<file path="src/rtl/alu_ctrl_pkg.sv">
// Shared encodings for the ALU control sequencer: ALUOp classes, funct codes,
// ALU op codes and the mult/div sequencer states.
package alu_ctrl_pkg;

    localparam logic [1:0] ALUOP_ADD   = 2'b00;
    localparam logic [1:0] ALUOP_SUB   = 2'b01;
    localparam logic [1:0] ALUOP_RTYPE = 2'b10;
    localparam logic [1:0] ALUOP_RSVD  = 2'b11;

    localparam logic [5:0] F_ADD   = 6'b100000;
    localparam logic [5:0] F_ADDU  = 6'b100001;
    localparam logic [5:0] F_SUB   = 6'b100010;
    localparam logic [5:0] F_SUBU  = 6'b100011;
    localparam logic [5:0] F_AND   = 6'b100100;
    localparam logic [5:0] F_OR    = 6'b100101;
    localparam logic [5:0] F_XOR   = 6'b100110;
    localparam logic [5:0] F_NOR   = 6'b100111;
    localparam logic [5:0] F_SLT   = 6'b101010;
    localparam logic [5:0] F_SLTU  = 6'b101011;
    localparam logic [5:0] F_MFHI  = 6'b010000;
    localparam logic [5:0] F_MFLO  = 6'b010010;
    localparam logic [5:0] F_MULT  = 6'b011000;
    localparam logic [5:0] F_MULTU = 6'b011001;
    localparam logic [5:0] F_DIV   = 6'b011010;
    localparam logic [5:0] F_DIVU  = 6'b011011;

    // Op codes are 4 bits wide; wider OP_W outputs zero-extend them.
    localparam int         OP_MIN_W  = 4;
    localparam logic [3:0] OP_AND    = 4'b0000;
    localparam logic [3:0] OP_OR     = 4'b0001;
    localparam logic [3:0] OP_ADD    = 4'b0010;
    localparam logic [3:0] OP_XOR    = 4'b0011;
    localparam logic [3:0] OP_SUB    = 4'b0110;
    localparam logic [3:0] OP_SLT    = 4'b0111;
    localparam logic [3:0] OP_SLTU   = 4'b1000;
    localparam logic [3:0] OP_MULT   = 4'b1010;
    localparam logic [3:0] OP_DIV    = 4'b1011;
    localparam logic [3:0] OP_NOR    = 4'b1100;
    localparam logic [3:0] OP_MFHILO = 4'b1101;

    typedef enum logic [1:0] {
        IDLE    = 2'd0,
        MD_RUN  = 2'd1,
        MD_DONE = 2'd2
    } state_t;

endpackage

</file>
<file path="src/rtl/alu_funct_decode.sv">
// Combinational ALUOp/funct decoder producing the ALU op code plus the
// side-band flags the sequencer needs (illegal, mult/div class, signedness, HI/LO select).
module alu_funct_decode
    import alu_ctrl_pkg::*;
#(
    parameter int FUNCT_W       = 6,
    parameter int ENABLE_MULDIV = 1
) (
    input  logic [FUNCT_W-1:0] instruction_i,
    input  logic [1:0]         alu_op_i,
    output logic [3:0]         op_o,
    output logic               illegal_o,
    output logic               is_md_o,
    output logic               md_signed_o,
    output logic               hilo_sel_o
);

    localparam bit MD_EN = (ENABLE_MULDIV != 0);

    always_comb begin
        op_o        = OP_AND;
        illegal_o   = 1'b0;
        is_md_o     = 1'b0;
        md_signed_o = 1'b0;
        hilo_sel_o  = 1'b0;
        case (alu_op_i)
            ALUOP_ADD: op_o = OP_ADD;
            ALUOP_SUB: op_o = OP_SUB;
            ALUOP_RTYPE: begin
                // Non-zero bits above the 6-bit funct fall through to illegal.
                case (instruction_i)
                    FUNCT_W'(F_ADD), FUNCT_W'(F_ADDU): op_o = OP_ADD;
                    FUNCT_W'(F_SUB), FUNCT_W'(F_SUBU): op_o = OP_SUB;
                    FUNCT_W'(F_AND):  op_o = OP_AND;
                    FUNCT_W'(F_OR):   op_o = OP_OR;
                    FUNCT_W'(F_XOR):  op_o = OP_XOR;
                    FUNCT_W'(F_NOR):  op_o = OP_NOR;
                    FUNCT_W'(F_SLT):  op_o = OP_SLT;
                    FUNCT_W'(F_SLTU): op_o = OP_SLTU;
                    FUNCT_W'(F_MFHI), FUNCT_W'(F_MFLO): begin
                        if (MD_EN) begin
                            op_o       = OP_MFHILO;
                            hilo_sel_o = (instruction_i == FUNCT_W'(F_MFHI));
                        end else begin
                            illegal_o = 1'b1;
                        end
                    end
                    FUNCT_W'(F_MULT), FUNCT_W'(F_MULTU),
                    FUNCT_W'(F_DIV),  FUNCT_W'(F_DIVU): begin
                        if (MD_EN) begin
                            op_o        = instruction_i[1] ? OP_DIV : OP_MULT;
                            is_md_o     = 1'b1;
                            md_signed_o = ~instruction_i[0];
                        end else begin
                            illegal_o = 1'b1;
                        end
                    end
                    default: illegal_o = 1'b1;
                endcase
            end
            default: illegal_o = 1'b1;
        endcase
    end

endmodule

</file>
<file path="src/rtl/alu_control_seq.sv">
// ALU control with valid/ready handshake and a multi-cycle mult/div sequencer
// that stalls the datapath and commits HI/LO once the iterations complete.
module alu_control_seq
    import alu_ctrl_pkg::*;
#(
    parameter int FUNCT_W       = 6,
    parameter int OP_W          = 4,
    parameter int MD_CYCLES     = 32,
    parameter int CNT_W         = $clog2(MD_CYCLES + 1),
    parameter int ENABLE_MULDIV = 1
) (
    input  logic               Clk,
    input  logic               Rst,
    input  logic [FUNCT_W-1:0] instruction,
    input  logic [1:0]         ALUOp,
    input  logic               valid_in,
    input  logic               flush,
    output logic               in_ready,
    output logic [OP_W-1:0]    op,
    output logic               op_valid,
    output logic               illegal,
    output logic               busy,
    output logic               md_start,
    output logic               md_step,
    output logic               md_signed,
    output logic               md_done,
    output logic               hilo_we,
    output logic               hilo_sel
);

    localparam logic [CNT_W-1:0] CNT_LAST = CNT_W'(MD_CYCLES - 1);

    logic [3:0] dec_op;
    logic       dec_illegal;
    logic       dec_is_md;
    logic       dec_md_signed;
    logic       dec_hilo_sel;

    alu_funct_decode #(
        .FUNCT_W      (FUNCT_W),
        .ENABLE_MULDIV(ENABLE_MULDIV)
    ) u_decode (
        .instruction_i(instruction),
        .alu_op_i     (ALUOp),
        .op_o         (dec_op),
        .illegal_o    (dec_illegal),
        .is_md_o      (dec_is_md),
        .md_signed_o  (dec_md_signed),
        .hilo_sel_o   (dec_hilo_sel)
    );

    state_t            state_q;
    logic [CNT_W-1:0]  cnt_q;
    logic [CNT_W-1:0]  cnt_d;
    logic [OP_W-1:0]   op_q;
    logic              op_valid_q;
    logic              illegal_q;
    logic              busy_q;
    logic              md_start_q;
    logic              md_step_q;
    logic              md_signed_q;
    logic              md_done_q;
    logic              hilo_sel_q;
    logic              accept;

    assign in_ready = (state_q == IDLE);
    assign accept   = valid_in && in_ready && !flush;
    assign cnt_d    = cnt_q + 1'b1;

    always_ff @(posedge Clk or negedge Rst) begin
        if (!Rst) begin
            state_q     <= IDLE;
            cnt_q       <= '0;
            op_q        <= '0;
            op_valid_q  <= 1'b0;
            illegal_q   <= 1'b0;
            busy_q      <= 1'b0;
            md_start_q  <= 1'b0;
            md_step_q   <= 1'b0;
            md_signed_q <= 1'b0;
            md_done_q   <= 1'b0;
            hilo_sel_q  <= 1'b0;
        end else begin
            op_valid_q <= 1'b0;
            illegal_q  <= 1'b0;
            md_start_q <= 1'b0;
            md_done_q  <= 1'b0;
            case (state_q)
                IDLE: begin
                    if (accept) begin
                        op_q       <= OP_W'(dec_op);
                        op_valid_q <= 1'b1;
                        illegal_q  <= dec_illegal;
                        hilo_sel_q <= dec_hilo_sel;
                        if (dec_is_md) begin
                            state_q     <= MD_RUN;
                            cnt_q       <= '0;
                            md_signed_q <= dec_md_signed;
                            md_start_q  <= 1'b1;
                            md_step_q   <= 1'b1;
                            busy_q      <= 1'b1;
                        end
                    end
                end
                MD_RUN: begin
                    // A flush on any step, the last included, drops the result.
                    if (flush) begin
                        state_q   <= IDLE;
                        cnt_q     <= '0;
                        md_step_q <= 1'b0;
                        busy_q    <= 1'b0;
                    end else if (cnt_q == CNT_LAST) begin
                        state_q   <= MD_DONE;
                        cnt_q     <= '0;
                        md_step_q <= 1'b0;
                        md_done_q <= 1'b1;
                    end else begin
                        cnt_q <= cnt_d;
                    end
                end
                MD_DONE: begin
                    state_q <= IDLE;
                    busy_q  <= 1'b0;
                end
                default: state_q <= IDLE;
            endcase
        end
    end

    assign op        = op_q;
    assign op_valid  = op_valid_q;
    assign illegal   = illegal_q;
    assign busy      = busy_q;
    assign md_start  = md_start_q;
    assign md_step   = md_step_q;
    assign md_signed = md_signed_q;
    assign md_done   = md_done_q;
    assign hilo_we   = md_done_q;
    assign hilo_sel  = hilo_sel_q;

endmodule

</file>
<file path="config.mk">
export PLATFORM = sky130hd
export DESIGN_NAME = alu_control_seq
export DESIGN_NICKNAME = d
export VERILOG_FILES = /design/src/rtl/alu_ctrl_pkg.sv /design/src/rtl/alu_funct_decode.sv /design/src/rtl/alu_control_seq.sv
export SDC_FILE = /design/constraint.sdc
export NUM_CORES = 1
export LEC_CHECK = 0
export ABC_AREA = 1
export CORE_ASPECT_RATIO = 1.25
export CORE_UTILIZATION = 35
export CTS_BUF_LIST = sky130_fd_sc_hd__clkbuf_8 sky130_fd_sc_hd__clkbuf_16
export DETAILED_ROUTE_END_ITERATION = 8
export PLACE_DENSITY_LB_ADDON = 0.15
export SYNTH_ARGS = -nofsm -noshare
export SYNTH_HDL_FRONTEND = slang
export SYNTH_SLANG_ARGS = --single-unit
export TNS_END_PERCENT = 5
</file>
<file path="constraint.sdc">
create_clock -name Clk -period 1.5 [get_ports Clk]
set_input_delay 0.3 -clock Clk [delete_from_list [all_inputs] [get_ports Clk]]
set_output_delay 0.3 -clock Clk [all_outputs]
set_load 0.01 [all_outputs]
</file>
# Word level (Yosys, flattened, before mapping)

Cells that the tools add are included.

Register bits after elaboration: 20
Latch bits: 0
RAM bits: 0
Word-level logic and storage cells: 95
Memories kept: 0
Memory bits (read-only): 0

Add/sub/neg operators: 1
Mux-type cells: 38
$mul: 0
Bitwise logic cells: 1
Divide/modulo/power cells: 0
Reductions and logical operators: 19
Eq/ne operators: 25
Shifts and indexed selects: 0
Magnitude comparators: 0

Operators by type and width:

| kind                                          | count |
|---|---|
| == test 6 bit, second input constant          | 10 |
| == test 6 x 5 -> 1 bit, second input constant | 7 |
| case mux 4 bit (9 select lines)               | 1 |
| two-way mux 6 bit                             | 4 |
| two-way mux 1 bit                             | 23 |
| OR reduction 16 bit                           | 1 |
| case mux 4 bit (3 select lines)               | 1 |
| case mux 6 bit (2 select lines)               | 1 |
| AND reduction 3 bit                           | 3 |
| two-way mux 2 bit                             | 4 |
| AND reduction 4 bit                           | 2 |
| OR reduction 2 bit                            | 4 |
| adder 6 x 1 -> 6 bit, second input constant   | 1 |
| == test 2 x 1 -> 1 bit, second input constant | 2 |
| == test 2 bit, second input constant          | 2 |
| logical NOT 2 bit                             | 2 |
| != test 2 x 1 -> 1 bit, second input constant | 2 |
| case mux 1 bit (2 select lines)               | 2 |
| case mux 2 bit (2 select lines)               | 1 |
| OR reduction 4 bit                            | 1 |
| != test 3 bit, second input constant          | 1 |
| case mux 1 bit (3 select lines)               | 1 |
| nonzero test 3 bit                            | 1 |
| logical AND 1 bit                             | 2 |
| 5 further kinds                               | 5 |

# Logic depth before layout (Yosys ltp)

Gate-level depths: netlist of the first run.

Depth after elaboration: 7
Mapped depth: 9
Gate-level depth less buffers: 9

# Modules after synthesis

A second synthesis of the first run with hierarchy kept.

Cells, all modules: 176
Area, all modules: 1292.5 um2

Modules (own cells, without submodules):

| module           | area each (um2) | seq. area each (um2) | cells an instance | times used |
|---|---|---|---|---|
| alu_control_seq  | 1019.7          | 500.5                | 117               | 1 |
| alu_funct_decode | 272.8           | 0.0                  | 59                | 1 |

# Worst setup path after synthesis of the first run

OpenSTA, ideal clock, no wires.

Path type: reg-to-reg
Start: register state_q[0]
End: register state_q[0]
Cell stages (with the launch flop): 10
Required time: 1379 ps
Library setup time: 121 ps
Arrival: 1391 ps
Slack: -12 ps
Buffers on the path: 0
Cell sequence: dfrtp_1 > inv_1 > ha_1 > nand3_4 > nor2_4 > nand2_2 > nand2_2 > nand2_2 > nor2_1 > a21oi_1

Cells in the longest elaborated chain, start to end: 5
Elaborated cells between the ends (all ways): 9

RTL lines:

| what                                    | line                   | source |
|---|---|---|
| from (decl)                             | alu_control_seq.sv:52  | `state_t state_q;` |
| from (signal assigned)                  | alu_control_seq.sv:72  | `state_q <= IDLE;` |
| from (signal assigned)                  | alu_control_seq.sv:96  | `state_q <= MD_RUN;` |
| from (signal assigned)                  | alu_control_seq.sv:108 | `state_q <= IDLE;` |
| logical NOT 2 bit *                     | alu_control_seq.sv:66  | `assign in_ready = (state_q == IDLE);` |
| via in_ready                            | alu_control_seq.sv:18  | `output logic in_ready,` |
| logical AND 1 bit (2 in a row)          | alu_control_seq.sv:67  | `assign accept = valid_in && in_ready && !flush;` |
| != test 2 x 1 -> 1 bit (no source line) | -                      |  |
| AND reduction 3 bit (no source line)    | -                      |  |

The timed path passes the listed nets; every way through them passes the cells marked *.
A chain may end at the register's enable or synchronous reset.

# Worst setup path after layout of the first run

Start: register hilo_sel_q (netlist: hilo_sel)
End: output port hilo_sel

RTL lines:

| what                   | line                  | source |
|---|---|---|
| from (decl)            | alu_control_seq.sv:63 | `logic hilo_sel_q;` |
| from (signal assigned) | alu_control_seq.sv:94 | `hilo_sel_q <= dec_hilo_sel;` |
| to (decl)              | alu_control_seq.sv:28 | `output logic hilo_sel` |

No word-level cell between the ends.

==> results of run 1 <==
## through the flow
step,TNS (ps),util (%)
3_5_place_dp,-1760,51.6
4_1_cts,0,53.8
3_3_place_gp,-1390,51.6
2_1_floorplan,0,-
6_report,0,56.2
5_1_grt,-2.99,56.2
## path summary, 6_finish.rpt
check	endpoint	cells after the start
min reg2reg	op[0]	2
min in group Clk	op[0]	2
max in group asynchronous	op[3]	2
max	hilo_sel	1
min	md_step	2
max reg2reg	busy	9
## kinds of logic (layout without fill, tap and decap cells)
kind of cell / after synthesis / after routing
AO/OA/AOI/OAI: 18 / 18
adder cells (fa/ha/maj): 4 / 4
buffers and inverters: 27 / 82
flip-flops: 20 / 20
AND/OR/NAND/NOR: 97 / 97
## area by class of cell
type,instances,share of cell area (%)
clock buffer,3,2.28
clock inverter,1,1.66
inverter,26,5.39
multi-input combinational,119,34.7
sequential,20,27.6
tap,37,2.56
timing repair buffer,52,25.8
## cell usage after synthesis (3+ instances only)
library cell,instances
nand3_1,17
o21ai_0,3
a21oi_1,5
o21ai_1,7
ha_1,4
nand2_1,39
nor2_1,28
nand2_2,4
dfrtp_1,20
inv_1,22
inv_2,4
## layer usage
metal  wire length (um)  up-vias
li1                   -      631
met1               1230      542
met2               1520       22
met3                 67        2
met4                 22        0
met5                  0        -
## power by group
part / leakage [nW] / switching [W] / internal (W)
clock network: 0.0357 / 0.000177 / 0.000356
logic: 0.676 / 0.000576 / 0.000551
registers: 0.264 / 0.0000827 / 0.000666
## flip-flops by register name, summed over array words and instances (netlist names)
signal	count
state_q	2
md_step	1
op	4
md_start	1
hilo_we	1
cnt_q	6
md_signed	1
illegal	1
busy	1
hilo_sel	1
op_valid	1
## repair_timing
| item | in CTS | in global routing |
|---|---|---|
| hold endpoints to repair | 0 | 0 |
| resized for setup | 2 | 18 |
| pin swaps | 0 | 3 |
| setup buffers | 0 | 3 |
| setup endpoints to repair | 1 | 20 |
| hold buffers | 0 | 0 |
## cells in the final DEF (no fill, tap or decap)
cell	n
nor2_1	26
clkdlybuf4s50_1	20
nand3_1	16
nor3_1	2
o21ai_0	3
nand3_2	1
a21oi_1	5
ha_1	1
ha_4	1
nor2_4	3
o21ai_4	1
buf_4	26
inv_1	18
clkdlybuf4s15_1	1
ha_2	2
nand2_2	5
a21boi_1	1
o211ai_1	1
buf_6	1
bufinv_16	1
inv_2	8
dlymetal6s2s_1	4
nand4_1	2
dfrtp_1	20
nand2_1	38
o21ai_1	7
clkbuf_8	3
nor2_2	3
nand3_4	1
==> results_dict.tcl, run 1 <==
set metrics [dict create \
    status "finished, final reports clean" \
    start_util_pct 37.0 \
    fin_hold_ws_ps 377 \
    grt_overflow 0 \
    grt_pass1_vias 1213 \
    final_antenna_net_count 0 \
    crit_family "buffers and inverters" \
    cp-end-kind "primary output" \
    max_stage_delay_ps 540 \
    route.detailed.wl_per_inst_um 11.0 \
    synth_top_family_by_area "simple AND/OR/NAND/NOR gates" \
    p_total_w 0.00241 \
    ys_seq_area_share_pct 42.0 \
    synth-seq-cells 20 \
    cap_violations 0 \
    required_ps 1200 \
    finalCriticalPeriod_ps 1460 \
    synth_nets 182 \
    synth_ff_type "dfrtp_1" \
    grt_pass1_wl_mm 4.95 \
    met1_usage_pct 20.3 \
    place.gp.congestion 0.795 \
    synthAdderAreaFrac_pct 4.20 \
    nNetsFinal 238 \
    crit_fanout 2 \
    r2r_slack_ps 110 \
    hold_path.class "in -> async" \
    antennaDiodeCount 0 \
    postLayoutCellArea_mm2 0.00181 \
    worst_slew_pin_slew_ps 258 \
    use_met3_pct 2.48 \
    syn_area_per_cell_um2 7.18 \
    vias 1197 \
    io_buffers 25 \
    dieArea_mm2 0.00364 \
    instances_no_fill 258 \
    hpwl_mm 2.26 \
    grt_use_met2_pct 34.8 \
    synth-simple-area-share_pct 36.7 \
    pin_count 26 \
    final_layout_size_suffix_gt1_share_pct 25.3 \
    core-area_mm2 0.00322 \
    critPathLaunch "hilo_sel" \
    p_per_area_mw_per_mm2 1330 \
    drc 0 \
    path_clk_slew_ps 80 \
    synth_cells 166 \
    cts-root-buf "clkbuf_8" \
    avgViaCountPerCell 4.64 \
    synth_edf_count 0 \
    r2r-start "state_q[0]" \
    num_rows 23 \
    cts-htree-levels 1 \
    fin_crit_sh_pct 97.2 \
    syn_to_final_growth_pct 52.0 \
    critPathKind "reg -> out" \
    synth_top_area_cell "dfrtp_1" \
    grt_start_max_net_pins 21 \
    routed_wl_mm 2.84 \
    grt_util_all_layers_pct 18.4 \
    placed_cells 251 \
    busiest_layer "met2" \
    firstDrtPassIters 6 \
    synth_cell_types 20 \
    fill_cells 315 \
    synthMuxAreaShare_pct 0 \
    setup-violations-final 0 \
    synth_area_mm2 0.00119 \
    clock-sinks 20 \
    synth.top_cell.area_share_pct 42.0 \
    relSlewSlack_pct 82.8 \
    drv_slew 0 \
    skew_ps 2.58 \
    cts_tree "yes" \
    worst-path-buf-inv 1 \
    numCtsBuffers 3 \
    clockBufferDepth 2 \
    die_width_um 54.2 \
    worstPathArrival_ps 1160 \
    path_cells "clkdlybuf4s50_1" \
    slowest_stage "clkdlybuf4s50_1" \
    async_reset_ff_share_pct 100 \
    synth_compound_area_share_pct 8.30 \
    start_kind "flop" \
    dpl_worst_slack_ps -159 \
    synth_area_leaders "dfrtp_1, nand2_1, nor2_1" \
    die_y_um 67.2 \
    yosys_warnings 0 \
    seq_area_um2 500 \
    timing.fmax_mhz 686 \
    place_area_mm2 0.00166 \
    leakage_nw 0.975 \
    setup_slack_ps 41.6 \
    synth_xor_area_share_pct 0 \
    antenna_found_initial 0 \
    drt_iter0_drc 29 \
    vdd_drop_max_uv 794 \
    insertion_delay_ps 250 \
    finalHoldViolations 0 \
    multiInputGateArea_um2 628 \
]
Note: power is estimated with default switching activity, not from simulation.
==> inputs of run 2 (changes only) <==
Settings changed: CTS_CLUSTER_DIAMETER set to 80, SETUP_SLACK_MARGIN set to 0.1, SLEW_MARGIN set to 10.
==> results_dict.tcl, run 2 (synthesized netlist as in run 1, its figures left out) <==
set metrics [dict create \
    r2r_cells 9 \
    timing.rr.end "state_q[0]" \
    grt_pass1_vias 1155 \
    cts_tree "yes" \
    grt_start_max_net_pins 21 \
    setup_slack_ps 89.1 \
    grt_util_all_layers_pct 17.6 \
    skew_ps 3.96 \
    numCtsBuffers 3 \
    rsz0062_at_grt "yes" \
    fin_crit_sh_pct 94.1 \
    r2r-start "state_q[0]" \
    r2r_slack_ps 110 \
    switchingPower_w 0.000860 \
    place.gp.congestion 0.828 \
    setup-violations-final 0 \
    drt_iter0_drc 34 \
    avgViaCountPerCell 4.64 \
    final_antenna_net_count 0 \
    dieArea_mm2 0.00364 \
    relSlewSlack_pct 82.5 \
    finalHoldViolations 0 \
    die_width_um 54.2 \
    final_common_cell "nand2_1" \
    critPathLaunch "state_q[0]" \
    vias 1193 \
    antennaDiodeCount 0 \
    pwr-share-comb_pct 48.1 \
    path_clk_slew_ps 80 \
    final_layout_size_suffix_gt1_share_pct 26.8 \
    dpl_worst_slack_ps -176 \
    drv_slew 0 \
    die_y_um 67.2 \
    timing.fmax_mhz 709 \
    multiInputGateArea_um2 643 \
    nNetsFinal 237 \
    core-area_mm2 0.00322 \
    hold_path.class "in -> async" \
    clock-sinks 20 \
    critPathKind "reg -> out" \
    route.detailed.wl_per_inst_um 11.1 \
    clockBufferDepth 2 \
    drc 0 \
    insertion_delay_ps 260 \
    hpwl_mm 2.24 \
    required_ps 1200 \
    crit_path_end "in_ready" \
    fill_cells 315 \
    layout_common_cells "nand2_1, buf_4, nor2_1, dfrtp_1, inv_1" \
    status "finished, final reports clean" \
    routed_wl_mm 2.86 \
    firstDrtPassIters 4 \
    switching_share_pct 35.2 \
    start_kind "flop" \
    seq_area_um2 500 \
    io_buffers 25 \
    p_seq_share_pct 30.1 \
    p_total_w 0.00244 \
    cap_violations 0 \
    cts-root-buf "clkbuf_8" \
    start_util_pct 37.0 \
    grt_pass1_wl_mm 4.71 \
    cp-end-kind "primary output" \
    p_clk_share_pct 21.8 \
    antenna_found_initial 0 \
    p_per_area_mw_per_mm2 1320 \
    num_rows 23 \
    crit_fanout 2 \
    p_int_w 0.00158 \
    top_register "cnt_q" \
    grt_overflow 0 \
    worstPathArrival_ps 1110 \
    leakage_nw 1.15 \
    syn_to_final_growth_pct 56.0 \
    finalCriticalPeriod_ps 1410 \
    vdd_drop_max_uv 753 \
    largest_reg_flops 6 \
    cts-htree-levels 1 \
    worst_slew_pin_slew_ps 262 \
    pin_count 26 \
]
-- run 2: through the flow --
step,util (%),instances,hold WS (ps),area [um2],setup TNS [ps]
final,57.6,257,375,1860,0
after floorplan,-,166,4.41,1200,0
after global routing,57.6,257,402,1860,-96.0
after global placement,52.3,251,471,1690,-1430
after detailed placement,52.3,251,470,1690,-1790
after CTS,54.5,255,383,1760,0
-- run 2: worst min-delay path by stage --
stage / from / endpoint / cells past startpoint
after global placement: op[3] / op[3] / 2
after floorplan: Rst / busy / 0
after detailed placement: op[3] / op[3] / 2
final: Rst / cnt_q[4] / 2
after CTS: Rst / cnt_q[4] / 2
after global routing: Rst / md_step / 2
-- run 2: final cells by class --
| type | instances | area share [%] |
|---|---|---|
| multi-input combinational | 119 | 34.6 |
| clock inverter | 1 | 1.62 |
| inverter | 26 | 5.39 |
| clock buffer | 3 | 2.22 |
| sequential | 20 | 26.9 |
| timing repair buffer | 51 | 26.7 |
| tap | 37 | 2.49 |
-- run 2: repair_timing --
action	CTS	global route
gates cloned	0	0
pin swaps	0	1
setup buffers	0	2
hold buffers	0	0
gates resized for setup	6	31
endpoints found under the setup margin	28	31
-- run 2: power by group through the flow --
stage / Combinational [W] / Sequential, W / Clock (W)
final: 0.00118 / 0.000734 / 0.000533
after global routing: 0.00134 / 0.000751 / 0.000564
after CTS: 0.00111 / 0.000745 / 0.000550
after detailed placement: 0.00111 / 0.000751 / 0
after global placement: 0.00108 / 0.000748 / 0
after floorplan: 0.000557 / 0.000781 / 0
-- run 2: worst max-delay path, stage by stage (launching register included) --
cell and delay, ps:
dfrtp_1 400, inv_2 80, ha_4 150, clkdlybuf4s15_1 230
-- run 2: layer usage --
layer	vias to the layer above	wire length [um]	track usage, %
met5	-	0	0
met4	0	60	8.33
met3	6	83	1.58
met2	25	1520	30.9
met1	533	1200	20.9
li1	629	-	-
